`config.mk`:
```
export PLATFORM = sky130hd
export DESIGN_NAME = ldmx_daq_link_tx_flat
export DESIGN_NICKNAME = d
export VERILOG_FILES = /design/src/rtl/ldmx_daq_link_tx_if.sv /design/src/rtl/ldmx_daq_link_tx.sv /design/src/flat_wrapper.sv
export SDC_FILE = /design/constraint.sdc
export NUM_CORES = 1
export LEC_CHECK = 0
export BUFFER_PORTS_ARGS = -buffer_cell sky130_fd_sc_hd__buf_4
export CORE_MARGIN = 5
export CORE_UTILIZATION = 25
export DETAILED_ROUTE_END_ITERATION = 16
export PLACE_DENSITY = 0.49
export SETUP_SLACK_MARGIN = 0.1
export SLEW_MARGIN = 5
export SYNTH_ARGS = -nofsm -noshare
export SYNTH_HDL_FRONTEND = slang
export SYNTH_SLANG_ARGS = --single-unit
```
`constraint.sdc`:
```
create_clock -name clk_link -period 5.1 [get_ports clk_link]
set_clock_uncertainty 0.2 [all_clocks]
set_input_delay 0.255 -clock clk_link [delete_from_list [all_inputs] [get_ports clk_link]]
set_output_delay 0.255 -clock clk_link [all_outputs]
set_load 0.05 [all_outputs]
```
`src/rtl/ldmx_daq_link_tx_if.sv`:
```
// Link-side bus of the DAQ front-end emulator: one 32-bit word with per-byte
// K flags and a word strobe. The transmitter drives it; the DAQ (or a mux) receives it.
interface ldmx_daq_link_tx_if;
  logic [31:0] link_data;
  logic [3:0]  link_is_k;
  logic        link_valid;

  modport master (output link_data, link_is_k, link_valid);
  modport slave  (input  link_data, link_is_k, link_valid);
endinterface

```
`src/rtl/ldmx_daq_link_tx.sv`:
```
// Front-end link emulator: queues L1A triggers and serialises
// SOE/HDR/payload/CKSUM/EOE frames separated by idle words.
module ldmx_daq_link_tx #(
  parameter int PEND_DEPTH   = 8,
  parameter int IDLE_GAP     = 4,
  parameter int VALID_PERIOD = 1
) (
  input  logic               clk_link,
  input  logic               reset,
  input  logic               enable,
  input  logic               l1a,
  input  logic [11:0]        bxid,
  input  logic [10:0]        nwords,
  input  logic [1:0]         pattern_sel,
  ldmx_daq_link_tx_if.master link,
  output logic [4:0]         pending,
  output logic [15:0]        dropped_count,
  output logic [31:0]        evt_count,
  output logic               active
);

  localparam int AW = (PEND_DEPTH > 1) ? $clog2(PEND_DEPTH) : 1;
  localparam int GW = $clog2(IDLE_GAP + 1);

  localparam logic [31:0] IDLE_WORD = 32'h0000_00BC;
  localparam logic [31:0] LFSR_MASK = 32'h8020_0003;
  localparam logic [3:0]  K_CTRL    = 4'b0001;
  localparam logic [3:0]  K_DATA    = 4'b0000;

  typedef enum logic [2:0] {
    S_IDLE,
    S_SOE,
    S_HDR,
    S_PAY,
    S_CKS,
    S_EOE
  } state_t;

  state_t state_q, state_d;

  // ---------------------------------------------------------------------------
  // Word strobe divider
  // ---------------------------------------------------------------------------
  logic [3:0] div_q;
  logic       strobe;

  assign strobe = (div_q == 4'd0);

  // NOTE: sequential state uses <= so every register samples pre-edge values.
  always_ff @(posedge clk_link) begin
    if (reset) begin
      div_q <= 4'd0;
    end else if (div_q == 4'(VALID_PERIOD - 1)) begin
      div_q <= 4'd0;
    end else begin
      div_q <= div_q + 4'd1;
    end
  end

  // ---------------------------------------------------------------------------
  // Pending-trigger queue (bxid FIFO)
  // ---------------------------------------------------------------------------
  logic [11:0]   fifo_mem [PEND_DEPTH];
  logic [AW-1:0] wr_ptr, rd_ptr;
  logic [4:0]    cnt_q;
  logic          full, push, pop, drop;

  assign full = (cnt_q == 5'(PEND_DEPTH));
  assign push = l1a && enable && (!full || pop);
  assign drop = l1a && enable && full && !pop;

  // NOTE: queue storage is not reset; the occupancy count alone decides validity.
  always_ff @(posedge clk_link) begin
    if (push) begin
      fifo_mem[wr_ptr] <= bxid;
    end
  end

  always_ff @(posedge clk_link) begin
    if (reset) begin
      wr_ptr <= '0;
      rd_ptr <= '0;
      cnt_q  <= 5'd0;
    end else begin
      if (push) wr_ptr <= wr_ptr + AW'(1);
      if (pop)  rd_ptr <= rd_ptr + AW'(1);
      case ({push, pop})
        2'b10:   cnt_q <= cnt_q + 5'd1;
        2'b01:   cnt_q <= cnt_q - 5'd1;
        default: cnt_q <= cnt_q;
      endcase
    end
  end

  assign pending = cnt_q;

  always_ff @(posedge clk_link) begin
    if (reset) begin
      dropped_count <= 16'd0;
    end else if (drop && dropped_count != 16'hFFFF) begin
      dropped_count <= dropped_count + 16'd1;
    end
  end

  // ---------------------------------------------------------------------------
  // Frame datapath state
  // ---------------------------------------------------------------------------
  logic [GW-1:0] gap_q, gap_d, gap_dec;
  logic [15:0]   idx_q, idx_d;
  logic [31:0]   cksum_q, cksum_d;
  logic [31:0]   lfsr_q, lfsr_d, lfsr_step;
  logic [10:0]   ev_nwords_q, ev_nwords_d;
  logic [1:0]    ev_pat_q, ev_pat_d;
  logic [31:0]   evt_d;
  logic [31:0]   data_d;
  logic [3:0]    k_d;
  logic          active_d;
  logic [31:0]   pay_word;

  assign lfsr_step = {1'b0, lfsr_q[31:1]} ^ (lfsr_q[0] ? LFSR_MASK : 32'h0);
  assign gap_dec   = (gap_q == '0) ? '0 : gap_q - GW'(1);

  always_comb begin
    case (ev_pat_q)
      2'd0:    pay_word = {16'h0, idx_q};
      2'd1:    pay_word = {evt_count[15:0], idx_q};
      2'd2:    pay_word = lfsr_q;
      default: pay_word = 32'hA5A5_A5A5;
    endcase
  end

  // ---------------------------------------------------------------------------
  // Frame FSM: the registered link word always belongs to state_q
  // ---------------------------------------------------------------------------
  always_ff @(posedge clk_link) begin
    if (reset) begin
      state_q <= S_IDLE;
    end else begin
      state_q <= state_d;
    end
  end

  always_comb begin
    // NOTE: every signal gets a default first so no latch is inferred.
    state_d     = state_q;
    data_d      = link.link_data;
    k_d         = link.link_is_k;
    active_d    = active;
    gap_d       = gap_q;
    idx_d       = idx_q;
    cksum_d     = cksum_q;
    lfsr_d      = lfsr_q;
    ev_nwords_d = ev_nwords_q;
    ev_pat_d    = ev_pat_q;
    evt_d       = evt_count;
    pop         = 1'b0;

    if (strobe) begin
      case (state_q)
        S_IDLE: begin
          data_d   = IDLE_WORD;
          k_d      = K_CTRL;
          active_d = 1'b0;
          gap_d    = gap_dec;
          // The gap is spent on the strobe that brings the counter to zero,
          // so exactly IDLE_GAP idle words separate EOE from the next SOE.
          if (enable && cnt_q != 5'd0 && gap_dec == '0) begin
            pop         = 1'b1;
            state_d     = S_SOE;
            evt_d       = evt_count + 32'd1;
            ev_nwords_d = nwords;
            ev_pat_d    = pattern_sel;
            cksum_d     = 32'h0;
            idx_d       = 16'h0;
            data_d      = {fifo_mem[rd_ptr], evt_d[11:0], 8'hFB};
            k_d         = K_CTRL;
            active_d    = 1'b1;
          end
        end
        S_SOE: begin
          state_d = S_HDR;
          data_d  = {5'h0, ev_nwords_q, evt_count[15:0]};
          k_d     = K_DATA;
        end
        S_HDR, S_PAY: begin
          k_d = K_DATA;
          if (idx_q == {5'h0, ev_nwords_q}) begin
            state_d = S_CKS;
            data_d  = cksum_q;
          end else begin
            state_d = S_PAY;
            data_d  = pay_word;
            cksum_d = cksum_q ^ pay_word;
            idx_d   = idx_q + 16'd1;
            if (ev_pat_q == 2'd2) lfsr_d = lfsr_step;
          end
        end
        S_CKS: begin
          state_d = S_EOE;
          data_d  = {13'h0, ev_nwords_q, 8'hFD};
          k_d     = K_CTRL;
        end
        S_EOE: begin
          state_d  = S_IDLE;
          data_d   = IDLE_WORD;
          k_d      = K_CTRL;
          active_d = 1'b0;
          gap_d    = GW'(IDLE_GAP);
        end
        default: begin
          state_d  = S_IDLE;
          data_d   = IDLE_WORD;
          k_d      = K_CTRL;
          active_d = 1'b0;
        end
      endcase
    end
  end

  always_ff @(posedge clk_link) begin
    if (reset) begin
      link.link_data  <= IDLE_WORD;
      link.link_is_k  <= K_CTRL;
      link.link_valid <= 1'b0;
      active          <= 1'b0;
      gap_q           <= GW'(IDLE_GAP);
      idx_q           <= 16'h0;
      cksum_q         <= 32'h0;
      lfsr_q          <= 32'h1;
      ev_nwords_q     <= 11'h0;
      ev_pat_q        <= 2'd0;
      evt_count       <= 32'h0;
    end else begin
      link.link_data  <= data_d;
      link.link_is_k  <= k_d;
      link.link_valid <= strobe;
      active          <= active_d;
      gap_q           <= gap_d;
      idx_q           <= idx_d;
      cksum_q         <= cksum_d;
      lfsr_q          <= lfsr_d;
      ev_nwords_q     <= ev_nwords_d;
      ev_pat_q        <= ev_pat_d;
      evt_count       <= evt_d;
    end
  end

endmodule

```
`src/flat_wrapper.sv`:
```
// flat-port wrapper written by rule: the top's interface ports become plain ports
module ldmx_daq_link_tx_flat 
#(
  parameter int PEND_DEPTH   = 8,
  parameter int IDLE_GAP     = 4,
  parameter int VALID_PERIOD = 1
)
  (clk_link, reset, enable, l1a, bxid, nwords, pattern_sel, pending, dropped_count, evt_count, active, link_link_data, link_link_is_k, link_link_valid);
  ldmx_daq_link_tx_if link_i ();
  input  logic clk_link;
  input  logic reset;
  input  logic enable;
  input  logic l1a;
  input  logic [11:0] bxid;
  input  logic [10:0] nwords;
  input  logic [1:0] pattern_sel;
  output logic [4:0] pending;
  output logic [15:0] dropped_count;
  output logic [31:0] evt_count;
  output logic active;
  output wire logic [$bits(link_i.link_data)-1:0] link_link_data;
  output wire logic [$bits(link_i.link_is_k)-1:0] link_link_is_k;
  output wire logic [$bits(link_i.link_valid)-1:0] link_link_valid;
  assign link_link_data = link_i.link_data;
  assign link_link_is_k = link_i.link_is_k;
  assign link_link_valid = link_i.link_valid;
  ldmx_daq_link_tx #(.PEND_DEPTH(PEND_DEPTH), .IDLE_GAP(IDLE_GAP), .VALID_PERIOD(VALID_PERIOD)) u_core (.clk_link(clk_link), .reset(reset), .enable(enable), .l1a(l1a), .bxid(bxid), .nwords(nwords), .pattern_sel(pattern_sel), .link(link_i), .pending(pending), .dropped_count(dropped_count), .evt_count(evt_count), .active(active));
endmodule
```
==> qor.txt, run 1 <==
fin cells: 2,235
Worst-Skew Late Latency: 0.53 ns
Routed Antenna Nets: 0
Initial Util: 25.08%
Ports: 120
vias per std cell: 5.053
Simple-Gate Fraction of Synth Area: 17.91%
Compound-Gate Fraction of Synth Area: 13.08%
cell repeated most along the worst path: buf_4
RSZ-0062 raised after global routing: no
die width: 244.4 µm
Core Util, Final: 30.53%
Final setup viols: 0
largest net degree at the start of global routing: 66
Max-slew headroom: 26.06%
placed cells: 2,146
Worst Setup Path Type: flip-flop to flip-flop
Logic pwr share: 18.2%
Core ar.: 0.05477 mm²
number of flops mapped to enable cells by yosys: 96
clock power share: 39.0%
ys async rst share: 0%
Yosys reg bits: 296
CP arrival: 4.23 ns
cell area power density: 358.5 mW/mm²
DR WL/cell: 19.64 µm
worst hold stages: 2
Final Cycle Share: 79.21%
Post-Synth Adder-Cell Area: 1.184%
peak supply drop: 0.0002286 V
Sw Pwr: 1.856 mW
placer's final routability congestion estimate: 0.8351
clk buf depth: 3
Syn Inst Count: 1,390
vias in the first global route: 10,520
Post-DP HPWL: 30.11 mm
switch share: 30.96%
HP Class: input port to flip-flop
first-pass GRT wire length: 66.27 mm
mux contribution to synthesized area: 9.474%
synth warn: 0
CP Max Fanout: 19
full die area: 0.05972 mm²
ys flop type: dfxtp_1
CP Data Required Time: 5.29 ns
Worst path slowest cell: ha_1
Worst setup EP type: flip-flop
Tmin final: 4.040 ns
synthesized area: 0.01373 mm²
Hold Vio Cnt, Final: 0
largest family of logic cells by synthesized area: simple AND/OR/NAND/NOR gates
Initial DRC Count: 955
initial antenna violation count: 1
Worst Max-Slew Pin Slew: 1.106 ns
ANT cells: 0
total power: 5.994 mW
Unique masters post-synth: 67
I/O Buffers: 116
Rows: 86
vias: 11,290
nets@finish: 1,547
Synth Area per Inst: 9.881 µm²
status: finished clean
DR pass1 iterations: 6
clock slew at reported path FFs: 0.06 ns
synthesis-to-layout area growth: 21.73%
H-tree depth: 2
Die Ht: 244.4 µm
fin. max-slew vios: 0
sequential area share after synthesis: 50.14%
Cell Int Power: 4.139 mW
XOR/XNOR share of the synthesized area: 4.273%
Pleak: 5.563 nW
DR DRC count: 0
post-cts sizing count: 0
maximum clock frequency: 0.2475 GHz
Sequential Power Share: 42.9%
Hold Slack: 0.05847 ns
drt total wl: 43.89 mm
TritonCTS clock tree: yes
CTS Buf Count: 34
CP Cell Sequence: inv_1 -> ha_1 -> nor3b_2 -> buf_4 -> nand2_2 -> buf_4 -> and3b_1 -> buf_4 -> o211ai_1 -> buf_4 -> ha_1 -> xor2_1 -> ha_1 -> nor2_1 -> nor3b_1 -> o21ai_0 -> a31oi_1 -> xnor2_1 -> nor2_1
Max-Cap Viols: 0
clock root buffer: clkbuf_16
GRT Overall Usage: 14.21%
grt ovf: 0
clk sink count: 296
crit path launch type: flip-flop
total negative slack: 0 ns
worst reg-to-reg path cell count: 19
max incr delay on CP: 0.39 ns
layout cells sized above 1: 17.57%
[synthesized netlist by cell type, types with 21 or more instances]
cell	count	area share, %
dfxtp_1	200	29
nor2_1	146	4.0
nand2_1	125	3.4
a21oi_1	96	3.5
edfxtp_1	96	21
o21ai_0	69	2.5
clkbuf_1	68	1.9
mux2i_1	58	4.2
xnor2_1	50	3.2
or3_1	45	2.0
nand3_1	33	1.2
nand4_1	27	1.2
inv_1	25	0.68
mux4_2	24	3.9
a22oi_1	21	1.1
nor3_1	21	0.77
[power by group through the flow]
stage	clock, mW	combinational [mW]	sequential, mW
floorplan	0	0.657	2.67
global placement	0	1.06	2.62
detailed placement	0	1.07	2.62
CTS	2.40	1.09	2.57
global route	2.50	1.17	2.58
finish	2.34	1.09	2.57
[cell type report]
type                            count  area [µm²]
Fill cell                        5626       38050
Sequential cell                   296        6887
Multi-Input combinational cell    968        6394
Timing Repair Buffer              178        1404
Clock buffer                       46       957.2
Tap cell                          704       880.8
Inverter                           27       101.3
Clock inverter                     16       95.09
[worst max-delay path, delay by kind of cell, from the launching register on]
kind	cells	cell delay (ns)
compound gates	3	0.54
xor+xnor	2	0.32
fa+ha+maj	3	0.80
buf+inv	5	0.92
flops	1	0.38
simple gates	6	0.73
[logic make-up after synthesis]
kind of cell	Yosys count
compound gates	293
xor+xnor	67
fa+ha+maj	13
buf+inv	128
flops	296
mux	98
other cells	1
simple gates	494
[path summary, 6_finish.rpt]
| check | slack, ns | to | from |
|---|---|---|---|
| max | 1.06 | u_core.pending[4] | u_core.div_q[0] |
| min | 0.06 | u_core.evt_count[18] | reset |
| max reg2reg | 1.06 | u_core.pending[4] | u_core.div_q[0] |
| min reg2reg | 0.27 | u_core.div_q[0] | u_core.div_q[0] |
[metal layers]
metal	vias up	track usage [%]	part of all wire [%]
met5	-	0	0.025
met4	2	4.082	2.4
met3	69	2.415	6.8
met2	359	21.78	44
met1	5553	20.65	46
li1	5311	-	-
[layout by cell type (no fill, tap or decap), drive strengths merged, types with 5 or more instances in the layout]
master and n:
nor4 19, or4 8, mux2i 58, edfxtp 96, dlygate4sd3 27, nand2 127, nand4 28, xnor2 50
clkbuf 46, a21boi 5, and2 6, mux4 24, xor2 17, mux2 16, a22oi 21, nand3 33
a211oi 7, o21ai 87, a21oi 97, nor3 23, a31o 5, inv 29, buf 151, o211ai 7
clkinv 14, ha 13, nor4b 7, a222oi 9, nor2b 14, or3 45, a31oi 6, nor2 147
o22ai 16, nand2b 10, a22o 12, dfxtp 200, and3 17
[repair_timing]
action,4_1_cts,5_1_grt
buffers inserted,0,0
endpoints found under the hold margin,110,0
hold buffers,27,0
[metrics by stage]
| step | setup slack, ns | instance area [µm²] |
|---|---|---|
| 2_1_floorplan | 1.273 | 13740 |
| 3_3_place_gp | 1.134 | 15400 |
| 3_5_place_dp | 1.099 | 15400 |
| 4_1_cts | 1.062 | 16720 |
| 5_1_grt | 0.7811 | 16720 |
| 6_report | 1.060 | 16720 |
[sequential cells by signal, indices dropped and copies added, names as in the netlist, named ones only]
register and flops:
u_core.active 1, u_core.cksum_q 32, u_core.div_q 4, u_core.dropped_count 16, u_core.ev_nwords_q 11, u_core.ev_pat_q 2, u_core.evt_count 32, u_core.fifo_mem 96
u_core.gap_q 3, u_core.idx_q 16, u_core.lfsr_q 32, u_core.link.link_data 32, u_core.link.link_is_k 1, u_core.link.link_valid 1, u_core.pending 5, u_core.rd_ptr 3
u_core.state_q 3, u_core.wr_ptr 3
(Power assumes the default switching activity.)
==> run 2, diff against run 1 <==
==> constraint.sdc (replaced) <==
create_clock -name clk_link -period 4.2 [get_ports clk_link]
set_clock_uncertainty 0.2 [all_clocks]
set_input_delay 0.21 -clock clk_link [delete_from_list [all_inputs] [get_ports clk_link]]
set_output_delay 0.21 -clock clk_link [all_outputs]
set_load 0.05 [all_outputs]
==> qor.txt, run 2 (synthesized netlist as in run 1, its figures left out) <==
status: finished clean
Die Ht: 244.4 µm (unchanged)
Largest register FFs: 96 (unchanged)
CP Max Fanout: 12 (-7)
post-cts sizing count: 0 (unchanged)
post-CTS setup buffer count: 0 (unchanged)
Most flops, register: u_core.fifo_mem
Initial DRC Count: 1,018 (+6.6%)
max incr delay on CP: 0.34 ns (-0.05 ns)
cell area power density: 444.2 mW/mm² (+24%)
fill count: 5,593 (-0.59%)
GRT Overall Usage: 14.48% (+0.27 points)
vias per std cell: 5.037 (-0.32%)
Worst Max-Slew Pin Slew: 1.095 ns (-0.01157 ns)
drt total wl: 44.96 mm (+2.4%)
H-tree depth: 2 (unchanged)
vias in the first global route: 10,750 (+2.2%)
Hold Vio Cnt, Final: 0 (unchanged)
Max-Cap Viols: 0 (unchanged)
CP arrival: 3.79 ns (-0.44 ns)
vias: 11,320 (+0.21%)
area of the multi-input gates: 0.006394 mm² (unchanged)
Final setup viols: 0 (unchanged)
ANT cells: 0 (unchanged)
DR WL/cell: 20.01 µm (+1.9%)
total negative slack: 0 ns (unchanged)
Worst setup EP type: flip-flop
clock root buffer: clkbuf_16
largest net degree at the start of global routing: 66 (unchanged)
clk sink count: 296 (unchanged)
die width: 244.4 µm (unchanged)
TritonCTS clock tree: yes
CTS Buf Count: 34 (unchanged)
Worst path slowest cell: dfxtp_1
commonest non-fill, non-tap cells in the layout: 200 x dfxtp_1, 163 x buf_4, 145 x nor2_1
Routed Antenna Nets: 0 (unchanged)
synthesis-to-layout area growth: 23.03%
Core Util, Final: 30.85% (+0.33 points)
Ports: 120 (unchanged)
grt ovf: 0 (unchanged)
Worst-Skew Late Latency: 0.54 ns (about the same)
initial antenna violation count: 0 (-1)
maximum clock frequency: 0.2778 GHz (+12%)
placer's final routability congestion estimate: 0.8612 (+3.1%)
register area: 0.006887 mm² (unchanged)
HP Class: input port to flip-flop
layout cells sized above 1: 18.28% (+0.71 points)
Post-DP HPWL: 30.79 mm (+2.3%)
Worst Setup Path Type: flip-flop to flip-flop
Final Cycle Share: 85.70% (+6.5 points)
nets@finish: 1,561 (+0.90%)
Register-to-Register Setup Slack: 0.60 ns (-0.46 ns)
peak supply drop: 0.0002435 V (+6.5%)
commonest non-fill, non-tap cell in the layout: dfxtp_1
Rows: 86 (unchanged)
DR DRC count: 0 (unchanged)
hold_buf cts: 28 (+3.7%)
Pleak: 5.647 nW (+1.5%)
RSZ-0062 raised after global routing: no
DR pass1 iterations: 8 (+2)
I/O Buffers: 116 (unchanged)
clk buf depth: 3 (unchanged)
total power: 7.505 mW (+25%)
fin. max-slew vios: 0 (unchanged)
Initial Util: 25.08% (unchanged)
Core ar.: 0.05477 mm² (unchanged)
Tmin final: 3.599 ns (-0.4404 ns)
cell repeated most along the worst path: ha_1
clock slew at reported path FFs: 0.06 ns (about the same)
CP Cell Sequence: nor2_1 -> ha_1 -> nand2b_1 -> o22ai_1 -> and3b_1 -> o211ai_1 -> buf_4 -> ha_1 -> xor2_1 -> ha_1 -> a211o_1 -> nand2_1 -> nand3b_1 -> a31oi_1 -> xnor2_1 -> nor2_1
full die area: 0.05972 mm² (unchanged)
crit path launch type: flip-flop
first-pass GRT wire length: 67.94 mm (+2.5%)
Max-slew headroom: 26.83% (+0.77 points)
CP Data Required Time: 4.39 ns (-0.90 ns)
[run 2: changes by cell type in the layout (fill, tap and decap cells not counted), sizes merged]
cell	previous run	this run
clkbuf	46	40
clkinvlp	0	4
bufinv	0	3
clkinv	14	10
dlygate4sd3	27	28
inv	29	30
buf	151	164
[run 2: where the power goes]
part | internal [mW] | total (mW) | switching (mW)
Clock | 1.74 | 2.99 | 1.25
Combinational | 0.415 | 1.40 | 0.989
Sequential | 3.02 | 3.11 | 0.0819
Total | 5.18 | 7.51 | 2.32
[run 2: final timing paths]
path / startpoint / to / cells after the start
min reg2reg: u_core.div_q[0] / u_core.div_q[0] / 1
min: enable / u_core.wr_ptr[0] / 5
max: u_core.gap_q[0] / u_core.pending[4] / 16
max reg2reg: u_core.gap_q[0] / u_core.pending[4] / 16
[run 2: critical path: cells and delay by family, from the launching register on]
family | cells | cell delay (ns)
flops | 1 | 0.34
xor+xnor | 2 | 0.35
fa+ha+maj | 3 | 0.78
compound gates | 4 | 0.84
buf+inv | 1 | 0.20
simple gates | 6 | 0.73
[run 2: layout make-up]
type	instances	share of cell area (%)
flip-flops and latches	296	40.76
multi-input cells	968	37.84
repair buffers	192	9.019
clock buffers	40	5.354
well taps	704	5.213
clock inverters	20	1.222
inverters	27	0.5998
[run 2: per-layer routing]
metal  share of wire, %  GRT usage, %
met2                 44         22.19
met4                2.3         3.800
met3                7.1         2.557
met5                  0             0
met1                 47         21.11
[run 2: through the flow]
stage | instance area, µm² | setup WS, ns | hold WS, ns | cells
after global placement | 15510 | 0.7849 | 0.2478 | 2159
after floorplan | 13740 | 0.3728 | 0.1089 | 1392
final | 16900 | 0.6008 | 0.1206 | 2247
after CTS | 16900 | 0.6333 | 0.09786 | 2247
after global routing | 16900 | 0.3141 | 0.1410 | 2247
after detailed placement | 15510 | 0.6375 | 0.2533 | 2159
==> run 3, diff against run 2 <==
--- a/config.mk
+++ b/config.mk
@@ -5,11 +5,11 @@
 export SDC_FILE = /design/constraint.sdc
 export NUM_CORES = 1
 export LEC_CHECK = 0
-export BUFFER_PORTS_ARGS = -buffer_cell sky130_fd_sc_hd__buf_4
 export CORE_MARGIN = 5
 export CORE_UTILIZATION = 25
 export DETAILED_ROUTE_END_ITERATION = 16
-export PLACE_DENSITY = 0.49
+export DONT_BUFFER_PORTS = 1
+export PLACE_DENSITY = 0.47
 export SETUP_SLACK_MARGIN = 0.1
 export SLEW_MARGIN = 5
 export SYNTH_ARGS = -nofsm -noshare
==> qor.txt, run 3 (synthesized netlist as in run 1, its figures left out) <==
first-pass GRT wire length: 67.64 mm (-0.45%)
Rows: 86 (unchanged)
grt ovf: 0 (unchanged)
status: finished clean
I/O Buffers: 0 (-100%)
M1 WL: 20.28 mm (-4.0%)
commonest non-fill, non-tap cell in the layout: dfxtp_1
Max-slew headroom: 27.89% (+1.1 points)
routed wl met2: 19.88 mm (+1.4%)
Routed Antenna Nets: 0 (unchanged)
RSZ-0062 raised after global routing: no
DR pass1 iterations: 5 (-3)
Die Ht: 244.4 µm (unchanged)
Pleak: 5.127 nW (-9.2%)
Tmin final: 3.483 ns (-0.1166 ns)
Max-Cap Viols: 0 (unchanged)
Largest register FFs: 96 (unchanged)
full die area: 0.05972 mm² (unchanged)
reg2reg start: u_core.gap_q[0]
vias in the first global route: 10,560 (-1.7%)
HP Class: input port to flip-flop
register area: 0.006887 mm² (unchanged)
fin. max-slew vios: 0 (unchanged)
drt total wl: 44.27 mm (-1.5%)
area of the multi-input gates: 0.006394 mm² (unchanged)
maximum clock frequency: 0.2871 GHz (+3.3%)
clk buf depth: 3 (unchanged)
Final setup viols: 0 (unchanged)
CTS Buf Count: 31 (-8.8%)
post-cts sizing count: 0 (unchanged)
CP Data Required Time: 4.45 ns (+0.06 ns)
Ports: 120 (unchanged)
Final Cycle Share: 82.92% (-2.8 points)
CP Max Fanout: 12 (unchanged)
Initial DRC Count: 934 (-8.3%)
crit path launch type: flip-flop
clk sink count: 296 (unchanged)
placer's final routability congestion estimate: 0.8626 (+0.16%)
peak supply drop: 0.0003074 V (+26%)
cell area power density: 455.2 mW/mm² (+2.5%)
die width: 244.4 µm (unchanged)
Worst Setup Path Type: flip-flop to flip-flop
R2R Path End: u_core.pending[4]
clock root buffer: clkbuf_16
Worst Max-Slew Pin Slew: 1.080 ns (-0.01470 ns)
synthesis-to-layout area growth: 17.62%
GRT Overall Usage: 14.38% (-0.097 points)
vias per std cell: 5.000 (-0.72%)
CP arrival: 3.74 ns (-0.05 ns)
H-tree depth: 1 (-1)
Most flops, register: u_core.fifo_mem
commonest non-fill, non-tap cells in the layout: 200 x dfxtp_1, 145 x nor2_1, 125 x nand2_1
DR DRC count: 0 (unchanged)
Register-to-Register Setup Slack: 0.72 ns (+0.12 ns)
fin cells: 2,149 (-4.4%)
TritonCTS clock tree: yes
nets@finish: 1,460 (-6.5%)
total negative slack: 0 ns (unchanged)
Post-DP HPWL: 30.14 mm (-2.1%)
DR top layer: met5
largest net degree at the start of global routing: 123 (+86%)
Core Util, Final: 29.49% (-1.4 points)
Worst-Skew Late Latency: 0.59 ns (+0.05 ns)
Initial Util: 25.08% (unchanged)
worst reg-to-reg path cell count: 16 (unchanged)
Worst setup EP type: flip-flop
WHS Endpoint: u_core.ev_nwords_q[5]
Hold Vio Cnt, Final: 0 (unchanged)
initial antenna violation count: 4 (+4)
layout cells sized above 1: 12.34% (-5.9 points)
met3 wire length: 3.180 mm (-0.87%)
placed cells: 2,059 (-4.6%)
fill count: 5,645 (+0.93%)
DR WL/cell: 20.60 µm (+3.0%)
clock slew at reported path FFs: 0.06 ns (about the same)
worst hold stages: 3 (-2)
vias: 10,750 (-5.1%)
Hold Crit Start: nwords[5]
Core ar.: 0.05477 mm² (unchanged)
[run 3: cell count changes in the layout (fill, tap and decap cells not counted), sizes merged]
| cell | change |
|---|---|
| diode | +3 |
| clkbuf | -3 |
| bufinv | +2 |
| inv | -2 |
| buf | -99 |
| dlygate4sd3 | +1 |
[run 3: how the worst max path moves through the flow]
stage | slack [ns] | to | start
3_3_place_gp | 0.81 | u_core.pending[4] | u_core.gap_q[0]
4_1_cts | 0.70 | u_core.pending[4] | u_core.gap_q[0]
2_1_floorplan | 0.37 | u_core.pending[4] | u_core.pending[1]
3_5_place_dp | 0.73 | u_core.pending[4] | u_core.gap_q[0]
6_report | 0.72 | u_core.pending[4] | u_core.gap_q[0]
5_1_grt | 0.40 | u_core.pending[4] | u_core.gap_q[0]
[run 3: area by class of cell]
type | count | share of cell area, %
multi-input cells | 968 | 39.58
clock inverters | 20 | 1.503
clock buffers | 37 | 5.065
repair buffers | 94 | 5.096
diodes | 3 | 0.04647
well taps | 704 | 5.453
inverters | 27 | 0.6274
flip-flops and latches | 296 | 42.63
[run 3: where the power goes]
group | internal (mW) | leakage [nW] | switching, mW
sequential | 3.02 | 2.48 | 0.168
combinational | 0.376 | 2.13 | 0.886
clock | 1.70 | 0.512 | 1.20
total | 5.10 | 5.13 | 2.26
[run 3: through the flow]
stage	power, mW	hold WS, ns	cell area [µm²]	setup WS (ns)
finish	7.353	0.1399	16150	0.7174
global route	7.677	0.1231	16150	0.3961
floorplan	4.038	0.1089	13740	0.3728
global placement	4.443	0.09067	14770	0.8071
detailed placement	4.454	0.09431	14770	0.7342
CTS	7.420	0.1186	16150	0.7028
[run 3: worst max-delay path, cell delays in order, from the launching register on]
cell	delay, ns
dfxtp_1	0.35
nor2_1	0.19
ha_1	0.19
nand2b_1	0.06
o22ai_1	0.27
and3b_1	0.26
o211ai_1	0.11
buf_4	0.20
ha_1	0.32
xor2_1	0.19
ha_1	0.23
a211o_1	0.27
nand2_1	0.06
nand3b_1	0.07
a31oi_1	0.18
xnor2_1	0.14
nor2_1	0.05
[run 3: metal layers]
metal  up-vias  GRT usage, %
li1       5111             -
met3        59         3.749
met2       300         22.69
met4         4         3.070
met5         -             0
met1      5272         19.97
[run 3: repair_timing]
item	CTS	global route
hold buffers	30	0
setup buffers	0	0
hold endpoints to repair	237	0
